`config.mk`:
```
export PLATFORM = sky130hd
export DESIGN_NAME = branch_ctrl
export DESIGN_NICKNAME = d
export VERILOG_FILES = /design/src/rtl/branch_ctrl.sv
export SDC_FILE = /design/constraint.sdc
export NUM_CORES = 1
export LEC_CHECK = 0
export CORE_ASPECT_RATIO = 1.4
export CORE_MARGIN = 2
export CORE_UTILIZATION = 35
export CTS_CLUSTER_DIAMETER = 80
export DETAILED_ROUTE_END_ITERATION = 8
export SETUP_SLACK_MARGIN = 0.15
export SLEW_MARGIN = 10
export SYNTH_ARGS = -nofsm -noshare
export SYNTH_HDL_FRONTEND = slang
export SYNTH_SLANG_ARGS = --single-unit
```
`constraint.sdc`:
```
create_clock -name clk -period 2.67 [get_ports clk]
set_clock_uncertainty 0.15 [all_clocks]
set_input_delay 0.534 -clock clk [delete_from_list [all_inputs] [get_ports clk]]
set_output_delay 0.534 -clock clk [all_outputs]
set_load 0.01 [all_outputs]
```
`src/rtl/branch_ctrl.sv`:
```
// ============================================================================
//  Module   : branch_ctrl
//  Purpose  : Decode-stage branch sequencer: stalls on operand hazards,
//             resolves via the external comparator and issues a registered
//             PC redirect after the delay slot. Keeps saturating statistics.
//  Revision : 1.0 - initial release
// ============================================================================
`default_nettype none

module branch_ctrl #(
   parameter int CNT_W = 16
) (
   input  logic             clk,
   input  logic             rst_n,
   input  logic             br_valid,
   input  logic [2:0]       br_type,
   input  logic [31:0]      br_target,
   input  logic             rs_busy,
   input  logic             rt_busy,
   input  logic             id_hold,
   input  logic             cmp_result,
   input  logic             cnt_clr,
   output logic [2:0]       cmp_op,
   output logic             br_stall,
   output logic             br_ack,
   output logic             redirect_valid,
   output logic [31:0]      redirect_pc,
   output logic             illegal_op,
   output logic [CNT_W-1:0] branch_cnt,
   output logic [CNT_W-1:0] taken_cnt,
   output logic [CNT_W-1:0] stall_cnt
);

   localparam logic [0:0]       c_IDLE = 1'b0;
   localparam logic [0:0]       c_WAIT = 1'b1;
   localparam logic [CNT_W-1:0] c_MAX  = {CNT_W{1'b1}};

   logic [0:0]       r_state;
   logic [0:0]       w_next_state;
   logic             w_need_busy;
   logic             w_resolve;
   logic             w_illegal;
   logic             w_taken;
   logic             w_stall_inc;
   logic             r_redirect_valid;
   logic [31:0]      r_redirect_pc;
   logic             r_illegal_op;
   logic [CNT_W-1:0] r_branch_cnt;
   logic [CNT_W-1:0] r_taken_cnt;
   logic [CNT_W-1:0] r_stall_cnt;

   // Only eq/ne compare two registers; the zero-compare forms need rs alone.
   assign w_need_busy = rs_busy | (rt_busy & (br_type <= 3'd1));
   assign w_resolve   = br_valid & ~w_need_busy & ~id_hold;
   assign w_illegal   = br_type[2] & br_type[1];
   assign w_taken     = w_resolve & ~w_illegal & cmp_result;
   assign w_stall_inc = br_valid & w_need_busy & ~id_hold;

   always_ff @(posedge clk or negedge rst_n) begin
      if (!rst_n) begin
         r_state <= c_IDLE;
      end else begin
         r_state <= w_next_state;
      end
   end

   always_comb begin
      w_next_state = r_state;
      case (r_state)
         c_IDLE: begin
            if (br_valid & w_need_busy & ~id_hold) begin
               w_next_state = c_WAIT;
            end
         end
         c_WAIT: begin
            // A dropped br_valid while waiting means the branch was flushed.
            if (w_resolve | ~br_valid) begin
               w_next_state = c_IDLE;
            end
         end
         default: w_next_state = c_IDLE;
      endcase
   end

   always_comb begin
      cmp_op   = 3'd0;
      br_stall = 1'b0;
      br_ack   = 1'b0;
      if (br_valid) begin
         cmp_op   = br_type;
         br_stall = w_need_busy;
         br_ack   = w_resolve;
      end
   end

   always_ff @(posedge clk or negedge rst_n) begin
      if (!rst_n) begin
         r_redirect_valid <= 1'b0;
         r_redirect_pc    <= 32'd0;
         r_illegal_op     <= 1'b0;
      end else begin
         r_redirect_valid <= w_taken;
         if (w_taken) begin
            r_redirect_pc <= br_target;
         end
         if (w_resolve & w_illegal) begin
            r_illegal_op <= 1'b1;
         end
      end
   end

   always_ff @(posedge clk or negedge rst_n) begin
      if (!rst_n) begin
         r_branch_cnt <= '0;
         r_taken_cnt  <= '0;
         r_stall_cnt  <= '0;
      end else if (cnt_clr) begin
         r_branch_cnt <= '0;
         r_taken_cnt  <= '0;
         r_stall_cnt  <= '0;
      end else begin
         if (w_resolve && (r_branch_cnt != c_MAX)) begin
            r_branch_cnt <= r_branch_cnt + 1'b1;
         end
         if (w_taken && (r_taken_cnt != c_MAX)) begin
            r_taken_cnt <= r_taken_cnt + 1'b1;
         end
         if (w_stall_inc && (r_stall_cnt != c_MAX)) begin
            r_stall_cnt <= r_stall_cnt + 1'b1;
         end
      end
   end

   assign redirect_valid = r_redirect_valid;
   assign redirect_pc    = r_redirect_pc;
   assign illegal_op     = r_illegal_op;
   assign branch_cnt     = r_branch_cnt;
   assign taken_cnt      = r_taken_cnt;
   assign stall_cnt      = r_stall_cnt;

endmodule

`default_nettype wire

```
; Yosys cells after proc, flatten, opt, wreduce, memory -nomap -nowiden
; Cells that the tools add are included.
[op_classes]
mux = 9
eq_ne = 3
multipliers = 0
n_reduce_logical = 6
order_cmp = 1
div_mod_pow = 0
add_sub_neg = 3
shift = 0
bitwise_logic = 13
[ops]
columns = operator, count
row1 = two-way mux 16 bit, 6
row2 = "adder 16 x 1 -> 16 bit, second input constant", 3
row3 = "!= test 16 bit, second input constant", 3
row4 = AND 1 bit, 9
row5 = nonzero test 2 bit, 3
row6 = "less-or-equal comparator 3 x 1 -> 1 bit, second input constant", 1
row7 = logical AND 1 bit, 3
row8 = two-way mux 3 bit, 1
row9 = NOT 1 bit, 3
row10 = two-way mux 1 bit, 2
row11 = OR 1 bit, 1
[totals]
romBits = 0
latch_bits = 0
ff_bits = 82
memories = 0
mem_bits_rw = 0
wordCells = 41

; Longest topological paths before layout
[depth]
ltp_word = 11
mapped_depth = 7
depth_no_buf = 6

; Worst setup path before layout
; No wires, ideal clock.
[synth_timing]
path_kind = reg-to-reg
start = reg r_taken_cnt[0], in the netlist taken_cnt[0]
end = reg r_taken_cnt[7], in the netlist taken_cnt[7]
synth_period_minus_slack_ns = 2.107
setup_slack_ns = 0.563
t_arrival_ns = 1.832
setup_ns = 0.125
path_buffers = 1
path_stages_with_launch = 8
cell_sequence = dfrtp_1 ha_1 nand4_1 nor4_1 buf_2 nor3_4 nand3_1 mux2_2
[synth_between]
elab_chain_cells = 3
word_cells_on_any_way = 6
classes_between = 1 x add/sub / 1 x eq/ne / 2 x mux / 2 x reduce/logical
[synth_rtl]
columns = item, line
row1 = "start, declared", 49  ; logic [CNT_W-1:0] r_taken_cnt;
row2 = "start signal, assigned", 126  ; r_taken_cnt <= r_taken_cnt + 1'b1;
row3 = adder 16 x 1 -> 16 bit / != test 16 bit (equally long branches), "126, 125"
row4 = two-way mux 16 bit / logical AND 1 bit (equally long branches), 125  ; if (w_taken && (r_taken_cnt != c_MAX)) begin
row5 = two-way mux 16 bit / nonzero test 2 bit (equally long branches), --
; Parallel ways exist; a longest one is shown, timed or not. The select of a mux whose other input is x is not followed.
; A chain may end at the register's enable or synchronous reset.

; Worst setup path in the final report
[layout_timing]
start = in br_type[1]
end = out br_ack
[layout_between]
elab_chain_cells = 7
[layout_rtl]
columns = item, line
row1 = "start, declared", 16  ; input logic [2:0] br_type,
row2 = less-or-equal comparator 3 x 1 -> 1 bit, 53  ; assign w_need_busy = rs_busy | (rt_busy & (br_type <= 3'd1));
row3 = AND 1 bit, 53
row4 = OR 1 bit, 53
row5 = NOT 1 bit, 54  ; assign w_resolve = br_valid & ~w_need_busy & ~id_hold;
row6 = AND 1 bit (2 in series), 54
row7 = two-way mux 1 bit, 89  ; if (br_valid) begin
row8 = "end, declared", 25  ; output logic br_ack,
; Every way passes these cells.

==> summary.txt <==
Place
  – HPWL reported at the end of detailed placement: about 7100 um
  – Placer Congestion: 0.812
  – Cells after DPL: approximately 700
  – Placed Area: approximately 5600 um2
  – Port Buffers: roughly 130

Detailed routing
  – DRT Wirelength: around 10000 um
  – Avg WL per Cell: between 10 and 15 um
  – Drt initial violations: 80
  – Detailed-router iteration count before antenna repair: 4
  – Residual DRC: 0
  – Via density: 4.89
  – Vias: between 3,000 and 4,000
  – DRT antenna net count: 0

Setup path
  – CP arrival: 1.80 ns
  – CP max FO: 2
  – CP Class: input pin to output port
  – Crit. End Element: output port
  – Required @ worst endpoint: between 1.5 and 2 ns
  – CP Launch Type: input pin

CTS
  – H-tree depth: 3
  – CTS root buf: clkbuf_16
  – Sink Count: 82
  – Post-CTS Setup Bufs: 0
  – TritonCTS buffer count: 9
  – Max Buffers Root-to-Sink: 2
  – Reg clk slew, reported paths: about 0.060 ns
  – CTS tree: done
  – Clock Latency Late Sink: about 0.33 ns

Timing
  – Max Clock Freq: between 0.4 and 0.5 GHz
  – Final Max Tran Viols: 0
  – Final setup vio count: 0
  – RSZ-0062 raised after global routing: false
  – Slew @ Worst Pin: between 0.6 and 0.7 ns
  – Crit share post-route: roughly 93%
  – Fin. Hold Viols: 0
  – Final min period: roughly 2.5 ns
  – Slew headroom: a little over half

Yosys
  – Area share of the largest cell type after synthesis: about half
  – Ys async rst share: 100%
  – Post-Syn Area: 3980 um2
  – Primary FF master, synth: dfrtp_1
  – Syn nets: between 400 and 500
  – Ys Warns: 0
  – FF+latch count, synth: 82
  – Most area-hungry cell type in the Yosys netlist: dfrtp_1
  – Cells after synthesis: around 420
  – Seq/Total Area, Yosys: around half
  – Post-synth EDFFs: 0
  – Avg Cell Area, Syn: 9.40 um2
  – Area contributors post-synth: dfrtp_1 (52%), nand2_1 (11%), xnor2_1 (6.4%)
  – Post-synthesis cell type count: 50

Finish
  – Commonest non-fill, non-tap cell in the layout: clkdlybuf4s50_1
  – Area Overhead vs Synth: 47.5%
  – Fin cells: 715
  – Ant diodes: 0
  – NumNets Final: roughly 610
  – Cell area after layout: ~6000 um2
  – Multi-input logic area: roughly 1800 um2
  – Most used cells in the layout excluding fill and tap cells: clkdlybuf4s50_1 (123), nand2_1 (112), dfrtp_1 (82), nor2_1 (47), xnor2_1 (29)
  – Share of layout cells above drive strength 1: 9.63%
  – Register area: just over 2000 um2
  – Fillers: approximately 1,100

GRT
  – Vias in the first global route: between 3,000 and 4,000
  – Total track usage: between 10% and 20%
  – Overflow after GRT: 0
  – Initial antenna violation count: 0
  – Largest net degree at the start of global routing: 53
  – First-pass GRT wire length: around 17,000 um

Floorplanning
  – Die area: approximately 12,000 um2
  – CORE AREA: 11,200 um2
  – Die X-Extent: 94.1 um
  – Row Count: 46
  – Initial Util: roughly 35%
  – I/O pin total: 130
  – Chip Height: between 100 and 150 um

Pwr
  – Psw: 773 uW
  – Static leakage: 2.49 nW
  – Pwr Total: roughly 3.2 mW
  – Sequential power share: approximately 45%
  – P_int: 2.39 mW
  – Sw frac: approximately a quarter
  – Clock network fraction of total power: between 30% and 40%
  – Comb pwr share: roughly 17%
  – Pwr/cell area: ~540 nW/um2
  – VDD IR max: 0.000306 V

Min path
  – HP Class: input pin to asynchronous set/reset pin

Status
  – Status: completed

Job
  – Max-Cap Viols: 0
==> flip-flops by register name (all words and copies together) (netlist names) <==
signal	cells
branch_cnt	16
illegal_op	1
redirect_pc	32
redirect_valid	1
stall_cnt	16
taken_cnt	16
==> per-layer routing <==
metal  wire [um]  track usage [%]  vias up
met1        3970             19.3     1673
li1            -                -     1706
met2        5110             30.8      109
met5           0                0        -
met3         787             6.18        9
met4         107             5.12        0
==> Yosys cell counts (7+ instances only) <==
| cell | number |
|---|---|
| dfrtp_1 | 82 |
| nand2_1 | 112 |
| and2_1 | 7 |
| nor2_1 | 47 |
| xnor2_1 | 29 |
| nor3_1 | 8 |
| xor2_1 | 8 |
| clkbuf_1 | 8 |
| nand4_1 | 20 |
| nor4_1 | 12 |
| nand3_1 | 13 |
==> repair_timing <==
| item | in CTS | in global routing |
|---|---|---|
| hold buffers | 0 | 0 |
| gates resized for setup | 4 | 5 |
| endpoints found under the setup margin | 2 | 4 |
| hold endpoints to repair | 0 | 0 |
==> cell families after synthesis <==
group | after synthesis | share of synthesized area, %
buffers and inverters | 21 | 2.74
flip-flops | 82 | 51.6
multiplexers | 4 | 1.07
AO/OA/AOI/OAI | 20 | 3.68
AND/OR/NAND/NOR | 256 | 31.8
adder cells (fa/ha/maj) | 3 | 0.944
XOR/XNOR | 37 | 8.15
==> per-stage QoR <==
| step | hold WS (ns) | setup TNS (ns) | util [%] | setup slack (ns) |
|---|---|---|---|---|
| after floorplan | 0.0884 | 0 | - | 0.563 |
| after global routing | 0.0733 | 0 | 52.2 | 0.148 |
| after detailed placement | 0.312 | -0.301 | 49.5 | -0.165 |
| final | 0.0399 | 0 | 52.2 | 0.190 |
| after CTS | 0.0505 | 0 | 52.1 | 0.0416 |
| after global placement | 0.303 | -0.164 | 49.5 | -0.162 |
==> path summary, 6_finish.rpt <==
check                      depth (start not counted)               to  slack [ns]             from
setup / recovery                                   4           br_ack        0.19       br_type[1]
hold / removal                                     1   redirect_pc[1]        0.04            rst_n
setup reg to reg                                   7     taken_cnt[7]        0.43     taken_cnt[0]
hold reg to reg                                    2  redirect_pc[13]        0.32  redirect_pc[13]
max in group asynchronous                          2     stall_cnt[2]        1.71            rst_n
min in group clk                                   2  redirect_pc[13]        0.32  redirect_pc[13]
==> critical path: stages <==
cell and delay (ns):
clkdlybuf4s50_1 0.42, or3b_4 0.40, and2_4 0.16, dlygate4sd2_1 0.28
==> power groups by stage <==
stage          logic [mW]  registers, mW  clock network [mW]
2_1_floorplan       0.121           1.49                   0
3_3_place_gp        0.547           1.43                   0
3_5_place_dp        0.554           1.43                   0
4_1_cts             0.558           1.42                1.25
5_1_grt             0.605           1.43                1.28
6_report            0.546           1.41                1.20
==> final cells by class <==
class	count	area share (%)
Inverter	5	0.320
Sequential cell	82	35.0
Tap cell	144	3.07
Clock buffer	11	3.97
Timing Repair Buffer	148	25.4
Clock inverter	5	0.939
Multi-Input combinational cell	320	31.3
Power figures use the tool's default switching activity.
